==> src/rtl/jtframe_vtgen.sv <==
// Video timing generator: pixel/line counters with registered blanking, sync and frame markers.
// Optional vertical interrupt logic is built when JTFRAME_VTGEN_VIRQ_EN is defined.
module jtframe_vtgen #(
    parameter int W          = 9,
    parameter int HCNT_START = 0,
    parameter int HCNT_END   = 383,
    parameter int HB_START   = 256,
    parameter int HB_END     = 0,
    parameter int HS_START   = 300,
    parameter int HS_END     = 332,
    parameter int VCNT_START = 0,
    parameter int VCNT_END   = 263,
    parameter int VB_START   = 240,
    parameter int VB_END     = 16,
    parameter int VS_START   = 248,
    parameter int VS_END     = 251,
    parameter int VIRQ_LINE  = 240
) (
    input  logic         clk,
    input  logic         rst_n,
    input  logic         pxl_cen,
    output logic [W-1:0] hcnt,
    output logic [W-1:0] vcnt,
    output logic         LHBL,
    output logic         LVBL,
    output logic         HS,
    output logic         VS,
    output logic         Hinit,
    output logic         Vinit,
    output logic         virq,
    input  logic         virq_ack
);

    localparam logic [W-1:0] H_START  = W'(HCNT_START);
    localparam logic [W-1:0] H_END    = W'(HCNT_END);
    localparam logic [W-1:0] HB_S     = W'(HB_START);
    localparam logic [W-1:0] HB_E     = W'(HB_END);
    localparam logic [W-1:0] HS_S     = W'(HS_START);
    localparam logic [W-1:0] HS_E     = W'(HS_END);
    localparam logic [W-1:0] V_START  = W'(VCNT_START);
    localparam logic [W-1:0] V_END    = W'(VCNT_END);
    localparam logic [W-1:0] VB_S     = W'(VB_START);
    localparam logic [W-1:0] VB_E     = W'(VB_END);
    localparam logic [W-1:0] VS_S     = W'(VS_START);
    localparam logic [W-1:0] VS_E     = W'(VS_END);

    // Half-open window [s, e); wraps through the counter end when e < s, empty when s == e.
    function automatic logic in_win(input logic [W-1:0] v, input logic [W-1:0] s,
                                    input logic [W-1:0] e);
        if (s == e)
            in_win = 1'b0;
        else if (s < e)
            in_win = (v >= s) && (v < e);
        else
            in_win = (v >= s) || (v < e);
    endfunction

    logic [W-1:0] hcnt_q, hcnt_d;
    logic [W-1:0] vcnt_q, vcnt_d;
    logic         lhbl_q, lhbl_d;
    logic         lvbl_q, lvbl_d;
    logic         hs_q,   hs_d;
    logic         vs_q,   vs_d;
    logic         hinit_q, hinit_d;
    logic         vinit_q, vinit_d;
    logic         hwrap;

    always_comb begin
        hwrap  = (hcnt_q == H_END);
        hcnt_d = hwrap ? H_START : hcnt_q + W'(1);
        vcnt_d = vcnt_q;
        if (hwrap)
            vcnt_d = (vcnt_q == V_END) ? V_START : vcnt_q + W'(1);
    end

    // Flags decode the next counter values so they land on the same edge as the counters.
    always_comb begin
        lhbl_d  = ~in_win(hcnt_d, HB_S, HB_E);
        hs_d    =  in_win(hcnt_d, HS_S, HS_E);
        lvbl_d  = ~in_win(vcnt_d, VB_S, VB_E);
        vs_d    =  in_win(vcnt_d, VS_S, VS_E);
        hinit_d = (hcnt_d == H_START);
        vinit_d = (hcnt_d == H_START) && (vcnt_d == V_START);
    end

    always_ff @(posedge clk or negedge rst_n) begin
        if (!rst_n) begin
            hcnt_q  <= H_START;
            vcnt_q  <= V_START;
            lhbl_q  <= 1'b0;
            lvbl_q  <= 1'b0;
            hs_q    <= 1'b0;
            vs_q    <= 1'b0;
            hinit_q <= 1'b0;
            vinit_q <= 1'b0;
        end else if (pxl_cen) begin
            hcnt_q  <= hcnt_d;
            vcnt_q  <= vcnt_d;
            lhbl_q  <= lhbl_d;
            lvbl_q  <= lvbl_d;
            hs_q    <= hs_d;
            vs_q    <= vs_d;
            hinit_q <= hinit_d;
            vinit_q <= vinit_d;
        end
    end

    assign hcnt  = hcnt_q;
    assign vcnt  = vcnt_q;
    assign LHBL  = lhbl_q;
    assign LVBL  = lvbl_q;
    assign HS    = hs_q;
    assign VS    = vs_q;
    assign Hinit = hinit_q;
    assign Vinit = vinit_q;

`ifdef JTFRAME_VTGEN_VIRQ_EN
    localparam logic [W-1:0] V_IRQ = W'(VIRQ_LINE);

    logic virq_q, virq_d;
    logic virq_set;

    // Set has priority over a coincident acknowledge; ack acts even while pxl_cen is low.
    always_comb begin
        virq_set = pxl_cen && (vcnt_d == V_IRQ) && (hcnt_d == H_START);
        virq_d   = virq_q;
        if (virq_set)
            virq_d = 1'b1;
        else if (virq_ack)
            virq_d = 1'b0;
    end

    always_ff @(posedge clk or negedge rst_n) begin
        if (!rst_n)
            virq_q <= 1'b0;
        else
            virq_q <= virq_d;
    end

    assign virq = virq_q;
`else
    localparam int unused_virq_line = VIRQ_LINE;
    logic unused_virq_ack;
    assign unused_virq_ack = virq_ack;
    assign virq = 1'b0;
`endif

endmodule

==> config.mk <==
export PLATFORM = sky130hd
export DESIGN_NAME = jtframe_vtgen
export DESIGN_NICKNAME = d
export VERILOG_FILES = /design/src/rtl/jtframe_vtgen.sv
export SDC_FILE = /design/constraint.sdc
export NUM_CORES = 1
export LEC_CHECK = 0
export ABC_AREA = 1
export BUFFER_PORTS_ARGS = -buffer_cell sky130_fd_sc_hd__buf_2
export CAP_MARGIN = 20
export CORE_MARGIN = 2
export CORE_UTILIZATION = 41
export CTS_BUF_LIST = sky130_fd_sc_hd__clkbuf_16
export DETAILED_ROUTE_END_ITERATION = 6
export HOLD_SLACK_MARGIN = 0.02
export PLACE_DENSITY_LB_ADDON = 0.3
export SLEW_MARGIN = 10
export SYNTH_ARGS = -nofsm -noshare
export SYNTH_HDL_FRONTEND = slang
export SYNTH_SLANG_ARGS = --single-unit
==> constraint.sdc <==
create_clock -name clk -period 3.9 [get_ports clk]
set_input_delay 0.195 -clock clk [delete_from_list [all_inputs] [get_ports clk]]
set_output_delay 0.195 -clock clk [all_outputs]
set_load 0.01 [all_outputs]
==> key figures, run 1 <==
Routing
  • Vias per cell: just under 5
  • Length of the first detailed-routing pass in iterations: 4
  • Detailed Route Iter0 Violations: 109
  • Number of vias after detailed routing: about 1500
  • Drc violations: 0
  • Final routed wire length divided by cell count: roughly 12 um
  • Detailed Route WL: 3750 um
  • Post-route antenna net violation count: 0

Critical path
  • Internal reg-to-reg setup slack: approximately 1.8 ns
  • Capturing element type of the critical path: flip-flop
  • Crit path arrival time: around 2.2 ns
  • Startpoint kind of the worst setup timing path: flip-flop
  • Slowest stage cell on the critical path: sky130_fd_sc_hd__dfrtp_1
  • Class of the most critical setup path: flip-flop to flip-flop
  • Critical path cell sequence: ha_1 > nand2_1 > nor2_4 > nand3_4 > o21ai_1 > inv_1 > nor2_1 > nand3_1 > nand3_1 > nand2_1
  • Longest individual stage delay on the worst path: 0.41 ns
  • Required time at the worst-slack endpoint: 4.06 ns
  • Worst-path maximum fanout: 23

STA
  • Time the final worst path needs with I/O delays and setup: a little over 2 ns
  • Max-slew violation count: 0
  • Worst-margin pin slew: just under 0.7 ns
  • Final Cycle Share: 0.528
  • Post-Route Skew: ~0.0033 ns
  • Number of failing setup endpoints in the final timing report: 0
  • Slew HR: 0.549
  • RSZ-0062 raised after global routing: no
  • Highest clock frequency the design can meet: between 400 and 500 MHz
  • Post-Route Setup TNS: 0 ns
  • Count of final hold-check violations: 0

Synth
  • Synthesized area divided by synthesized cell count: between 6 and 7 um2
  • Ranking of synthesized cells by area: sky130_fd_sc_hd__dfrtp_1 37%, sky130_fd_sc_hd__nand2_1 20%, sky130_fd_sc_hd__o21ai_0 6.2%, sky130_fd_sc_hd__nand3_1 5.9%, sky130_fd_sc_hd__inv_1 5.9%
  • Yosys top cell area share: 0.374
  • Part of the Yosys area used for sequential elements: 0.374
  • Cell taking the most area after synthesis: sky130_fd_sc_hd__dfrtp_1
  • Number of enable-type register cells in the synthesized netlist: 0
  • Most instantiated library cell after synthesis: sky130_fd_sc_hd__nand2_1
  • Post-Syn Instances: approximately 240
  • Share of synthesized flip-flops with an asynchronous set or reset: 1.00
  • Number of synthesized register bits: 24
  • Top cell types by occurrence after synthesis: 86 x sky130_fd_sc_hd__nand2_1, 25 x sky130_fd_sc_hd__inv_1, 24 x sky130_fd_sc_hd__dfrtp_1
  • Leading register cell type out of synthesis: sky130_fd_sc_hd__dfrtp_1
  • Warnings, synthesis: 0
  • Cell area after synthesis: 1600 um2
  • Syn_nets: 245
  • Post-synthesis cell type count: 27

Layout
  • Number of inserted diodes: 0
  • Combined flip-flop and latch cell area: 601 um2
  • Number of nets in the layout: between 200 and 300
  • Layout cell share with drive strength beyond 1: 0.145
  • Final-layout fill cell count: about 380
  • Area growth from synthesis to final layout: 15.9%
  • Multi-input gate area: approximately 850 um2
  • End-of-flow core utilization: 0.500

Power and ir drop
  • Maximum VDD drop: about 0.21 mV
  • Total power divided by cell area: 543 nW/um2
  • Leakage Power: just under 1 nW

Clock network
  • Post-CTS Setup Bufs: 0
  • Clock slew seen by the registers of the worst setup and hold paths: 0.07 ns
  • Number of buffers added by the clock tree synthesis step: 3
  • Max Root-Sink Buffers: 2
  • Clk Latency, worst-skew pair: between 0.2 and 0.3 ns
  • Clock tree from TritonCTS: done
  • Clock tree sinks: 24
  • CTS Root Cell: sky130_fd_sc_hd__clkbuf_16
  • H-Tree Level Count: 1

Floorplanning
  • Row cnt: 22
  • Overall die area: about 4400 um2
  • Horizontal die dimension: ~67 um
  • Die height: 66.6 um
  • Initial Utilization: 0.432
  • Standard cell core area: ~3700 um2
  • I/O pin cnt: 29

Run status
  • Run status: finished clean

Global route
  • Total global-route track usage: 0.191
  • Antenna violations before repair: 0
  • Vias in the first global route: 1410
  • Largest net degree at the start of global routing: 28
  • Overall overflow remaining after global route: 0
  • Wire length of the first global-routing pass: roughly 6500 um

Job
  • Total of max-cap violations: 0

Placed design
  • Global placement routability congestion: slightly below 0.9
  • Final HPWL from detailed placement: 2620 um
  • Port Buffers: 26

Hold path
  • Kind of path behind the tightest hold check: input pin to flip-flop
==> layout by cell type, fill, tap and decap left out, drive strengths merged, types with 3 or more instances in the layout <==
master / instances
nand4: 4
inv: 25
o21ai: 24
dfrtp: 24
clkbuf: 3
a21oi: 4
nor2: 25
xnor2: 3
nand3: 21
nand2: 88
buf: 26
==> registers in the layout, summed over array words and instances (netlist names) <==
| register | count |
|---|---|
| LVBL | 1 |
| HS | 1 |
| Hinit | 1 |
| VS | 1 |
| hcnt | 9 |
| vcnt | 9 |
| Vinit | 1 |
| LHBL | 1 |
==> where the power goes <==
group,switching (W),internal [W]
Sequential,0.0000726,0.000298
Combinational,0.000208,0.000128
Clock,0.0000975,0.000204
Total,0.000378,0.000631
==> through the flow <==
step           setup WS (ns)  area (um2)  std cells  hold WS (ns)  power [W]
2_1_floorplan           2.22        1600        239        -0.101   0.000602
3_3_place_gp            1.87        1740        305         0.217   0.000702
3_5_place_dp            1.82        1740        305         0.225   0.000708
4_1_cts                 1.81        1860        310         0.335    0.00101
5_1_grt                 1.55        1860        310         0.354    0.00108
6_report                1.84        1860        310         0.331    0.00101
==> area by class of cell <==
type                    count  area share
clock buffers               3      0.0404
clock inverters             1      0.0162
inverters                  27      0.0552
multi-input cells         180       0.458
flip-flops and latches     24       0.323
well taps                  48      0.0323
repair buffers             27      0.0754
==> layer usage <==
metal | track usage | part of all wire | vias to the layer above
met3 | 0.0203 | 0.045 | 7
li1 | - | - | 807
met5 | 0 | 0 | -
met2 | 0.299 | 0.44 | 38
met4 | 0.0740 | 0.020 | 0
met1 | 0.268 | 0.49 | 666
==> final timing paths <==
| check | end | start | cells past startpoint |
|---|---|---|---|
| min in group asynchronous | hcnt[1] | rst_n | 2 |
| hold / removal | vcnt[1] | pxl_cen | 3 |
| hold reg to reg | VS | VS | 2 |
| setup reg to reg | LVBL | hcnt[0] | 10 |
| setup / recovery | LVBL | hcnt[0] | 10 |
| max in group asynchronous | vcnt[4] | rst_n | 2 |
==> what timing repair did <==
item / CTS / global route
gates resized for setup: 0 / 0
endpoints found under the hold margin: 24 / 0
hold buffers: 1 / 0
==> critical path, delay by kind of cell (launching register included) <==
kind	cells	cell delay, ns
buf+inv	1	0.09
compound gates	1	0.32
fa+ha+maj	1	0.20
flops	1	0.41
simple gates	7	0.92
==> cell families after synthesis <==
group / synth area share
simple gates: 0.369
flops: 0.374
fa+ha+maj: 0.0156
buf+inv: 0.0952
other cells: 0.00234
compound gates: 0.116
xor+xnor: 0.0273
Power figures use the tool's default switching activity.
==> run 2, diff against run 1 <==
- ABC_AREA: 1 -> 0
- clock period: 3.9 -> 2.07 ns (I/O delays scaled with it)
==> key figures, run 2 <==
Floorplanning
  • Die height: 70.0 um (+5.2%)
  • I/O pin cnt: 29 (unchanged)
  • Standard cell core area: 4260 um2 (+15%)
  • Initial Utilization: 0.419 (-0.0123)
  • Horizontal die dimension: 70.0 um (+5.2%)
  • Row cnt: 24 (+9.1%)
  • Overall die area: 4900 um2 (+11%)

Synth
  • Number of synthesized register bits: 24 (unchanged)
  • Part of the Yosys area used for sequential elements: 0.336 (-0.0385)
  • Cell taking the most area after synthesis: sky130_fd_sc_hd__dfrtp_1
  • Ranking of synthesized cells by area: sky130_fd_sc_hd__dfrtp_1 34%, sky130_fd_sc_hd__o21ai_0 4.2%, sky130_fd_sc_hd__nand3_1 3.6%, sky130_fd_sc_hd__nand2_1 3.4%, sky130_fd_sc_hd__a21oi_1 2.8%
  • Leading register cell type out of synthesis: sky130_fd_sc_hd__dfrtp_1
  • Most instantiated library cell after synthesis: sky130_fd_sc_hd__dfrtp_1
  • Number of enable-type register cells in the synthesized netlist: 0 (unchanged)
  • Yosys top cell area share: 0.336 (-0.0385)
  • Synthesized area divided by synthesized cell count: 9.12 um2 (+36%)
  • Post-synthesis cell type count: 61 (+130%)
  • Share of synthesized flip-flops with an asynchronous set or reset: 1.00 (unchanged)
  • Top cell types by occurrence after synthesis: 24 x sky130_fd_sc_hd__dfrtp_1, 16 x sky130_fd_sc_hd__nand2_1, 15 x sky130_fd_sc_hd__o21ai_0
  • Post-Syn Instances: 196 (-18%)
  • Syn_nets: 202 (-18%)
  • Warnings, synthesis: 0 (unchanged)
  • Cell area after synthesis: 1790 um2 (+11%)

Global route
  • Vias in the first global route: 1446 (+2.6%)
  • Antenna violations before repair: 0 (unchanged)
  • Total global-route track usage: 0.184 (-0.00654)
  • Largest net degree at the start of global routing: 25 (-11%)
  • Wire length of the first global-routing pass: 7350 um (+13%)
  • Overall overflow remaining after global route: 0 (unchanged)

Routing
  • Post-route antenna net violation count: 0 (unchanged)
  • Vias per cell: 5.78 (+18%)
  • Drc violations: 0 (unchanged)
  • Length of the first detailed-routing pass in iterations: 4 (unchanged)
  • Detailed Route Iter0 Violations: 151 (+39%)
  • Final routed wire length divided by cell count: 15.6 um (+29%)
  • Detailed Route WL: 4410 um (+17%)
  • Number of vias after detailed routing: 1635 (+7.7%)

Placed design
  • Final HPWL from detailed placement: 3210 um (+23%)
  • Global placement routability congestion: 0.861 (-0.49%)
  • Port Buffers: 26 (unchanged)
  • Placed insts: 278 (-8.9%)
  • Placed cell areas: 2040 um2 (+17%)

Layout
  • Number of standard cells in the layout, taps in and fillers out: 283 (-8.7%)
  • Most common cell after layout, fill and taps aside: sky130_fd_sc_hd__buf_2
  • Area growth from synthesis to final layout: 19.5%
  • Leading cell types in the layout, fill and taps excluded: 26 x sky130_fd_sc_hd__buf_2, 24 x sky130_fd_sc_hd__dfrtp_1, 18 x sky130_fd_sc_hd__buf_4
  • Post-route cell area: 2140 um2 (+15%)
  • Number of nets in the layout: 238 (-12%)
  • Final-layout fill cell count: 410 (+6.8%)
  • Number of inserted diodes: 0 (unchanged)
  • Layout cell share with drive strength beyond 1: 0.299 (+0.154)

STA
  • Final Cycle Share: 0.948 (+0.420)
  • Post-Route Setup TNS: 0 ns (unchanged)
  • Highest clock frequency the design can meet: 510 MHz (+5.0%)
  • RSZ-0062 raised after global routing: no
  • Number of failing setup endpoints in the final timing report: 0 (unchanged)
  • Count of final hold-check violations: 0 (unchanged)
  • Worst hold-check slack: 0.208 ns (-0.123 ns)
  • Post-Route Skew: 0.00406 ns (+0.000802 ns)
  • Slew HR: 0.633 (+0.0833)
  • Time the final worst path needs with I/O delays and setup: 1.96 ns (-0.0986 ns)
  • Max-slew violation count: 0 (unchanged)
  • Worst-margin pin slew: 0.551 ns (-0.121 ns)

Power and ir drop
  • Fraction of power consumed by combinational cells: 0.362 (+0.029)
  • Switch Pwr: 0.000632 W (+67%)
  • Maximum VDD drop: 0.363 mV (+69%)
  • Leakage Power: 0.975 nW (-0.38%)
  • Clk pwr share: 0.253 (-0.046)
  • Overall power consumption: 0.00172 W (+71%)
  • Part of the total power dissipated in sequential elements: 0.385 (+0.017)
  • Switching power share of the total: 0.367 (-0.00762)
  • Internal portion of total power: 0.00109 W (+73%)
  • Total power divided by cell area: 806 nW/um2 (+49%)

Clock network
  • Clk Latency, worst-skew pair: 0.26 ns (about the same)
  • Max Root-Sink Buffers: 2 (unchanged)
  • Post-CTS Setup Bufs: 0 (unchanged)
  • Clock tree sinks: 24 (unchanged)
  • Clock tree from TritonCTS: done
  • H-Tree Level Count: 1 (unchanged)
  • Clock slew seen by the registers of the worst setup and hold paths: 0.07 ns (about the same)
  • Number of buffers added by the clock tree synthesis step: 3 (unchanged)
  • CTS Root Cell: sky130_fd_sc_hd__clkbuf_16

Critical path
  • Startpoint kind of the worst setup timing path: flip-flop
  • Capturing element type of the critical path: flip-flop
  • Required time at the worst-slack endpoint: 2.23 ns (-1.83 ns)
  • Worst-path maximum fanout: 2 (-91%)
  • Class of the most critical setup path: flip-flop to flip-flop
  • Crit path arrival time: 2.12 ns (-0.10 ns)

Run status
  • Run status: finished clean

Hold path
  • Kind of path behind the tightest hold check: input pin to flip-flop

Job
  • Total of max-cap violations: 0 (unchanged)
run 2: cell count changes after synthesis, sizes merged, moves of 5 or more:
| cell | delta |
|---|---|
| buf | +7 |
| nand3 | -7 |
| inv | -19 |
| nand2 | -70 |
| o21ai | -8 |
| nor2 | -15 |
| and2 | +5 |
| a21oi | +6 |
run 2: what timing repair did:
action                     in CTS  in global routing
setup endpoints to repair       0                  3
hold buffers                    1                  0
hold endpoints to repair       24                  0
gates resized for setup         0                  3
run 2: worst max-delay path, stage by stage, from the launching register on:
cell                       delay [ns]
sky130_fd_sc_hd__dfrtp_1         0.38
sky130_fd_sc_hd__ha_1            0.30
sky130_fd_sc_hd__nand2b_1        0.16
sky130_fd_sc_hd__maj3_1          0.35
sky130_fd_sc_hd__o22ai_1         0.14
sky130_fd_sc_hd__nand4b_1        0.18
sky130_fd_sc_hd__o41ai_2         0.35
run 2: layout make-up:
class | instances | area [um2] | area share
Sequential cell | 24 | 601 | 0.281
Tap cell | 52 | 65.1 | 0.0304
Multi-Input combinational cell | 152 | 1090 | 0.512
Clock inverter | 1 | 3.75 | 0.00176
Timing Repair Buffer | 45 | 275 | 0.129
Inverter | 6 | 22.5 | 0.0105
Clock buffer | 3 | 75.1 | 0.0351
run 2: metrics by stage:
stage          setup slack, ns  utilization
2_1_floorplan           0.0976            -
3_3_place_gp             0.116        0.479
3_5_place_dp            0.0997        0.479
4_1_cts                 0.0777        0.499
5_1_grt                0.00118        0.501
6_report                 0.108        0.501
run 2: power by group through the flow:
stage	sequential, W	clock (W)	combinational, W
after detailed placement	0.000669	0	0.000616
final	0.000663	0.000435	0.000624
after global routing	0.000676	0.000462	0.000690
after CTS	0.000661	0.000438	0.000623
after global placement	0.000668	0	0.000612
after floorplan	0.000668	0	0.000400
run 2: per-layer routing:
layer,global-route usage,routed length [um],up-vias
met3,0.0260,228,5
li1,-,-,803
met2,0.275,2000,47
met5,0,0,-
met4,0.0321,36,0
met1,0.285,2140,780
run 2: cells by family (layout without fill, tap and decap cells):
logic type	Yosys count	in the layout	share of synthesized area
multiplexers	8	8	0.0476
AO/OA/AOI/OAI	51	51	0.204
flip-flops	24	24	0.336
AND/OR/NAND/NOR	81	81	0.295
adder cells (fa/ha/maj)	3	3	0.0196
other	1	1	0.00210
XOR/XNOR	8	8	0.0392
buffers and inverters	20	55	0.0560
run 2: path summary, 6_finish.rpt:
| path | start | end | slack (ns) | cells after the start |
|---|---|---|---|---|
| worst min register to register | Vinit | Vinit | 0.49 | 2 |
| max in group asynchronous | rst_n | VS | 1.34 | 2 |
| worst max-delay path | hcnt[0] | Vinit | 0.11 | 6 |
| min in group asynchronous | rst_n | vcnt[1] | 0.36 | 2 |
| worst min-delay path | pxl_cen | vcnt[4] | 0.21 | 2 |
| worst max register to register | hcnt[0] | Vinit | 0.11 | 6 |
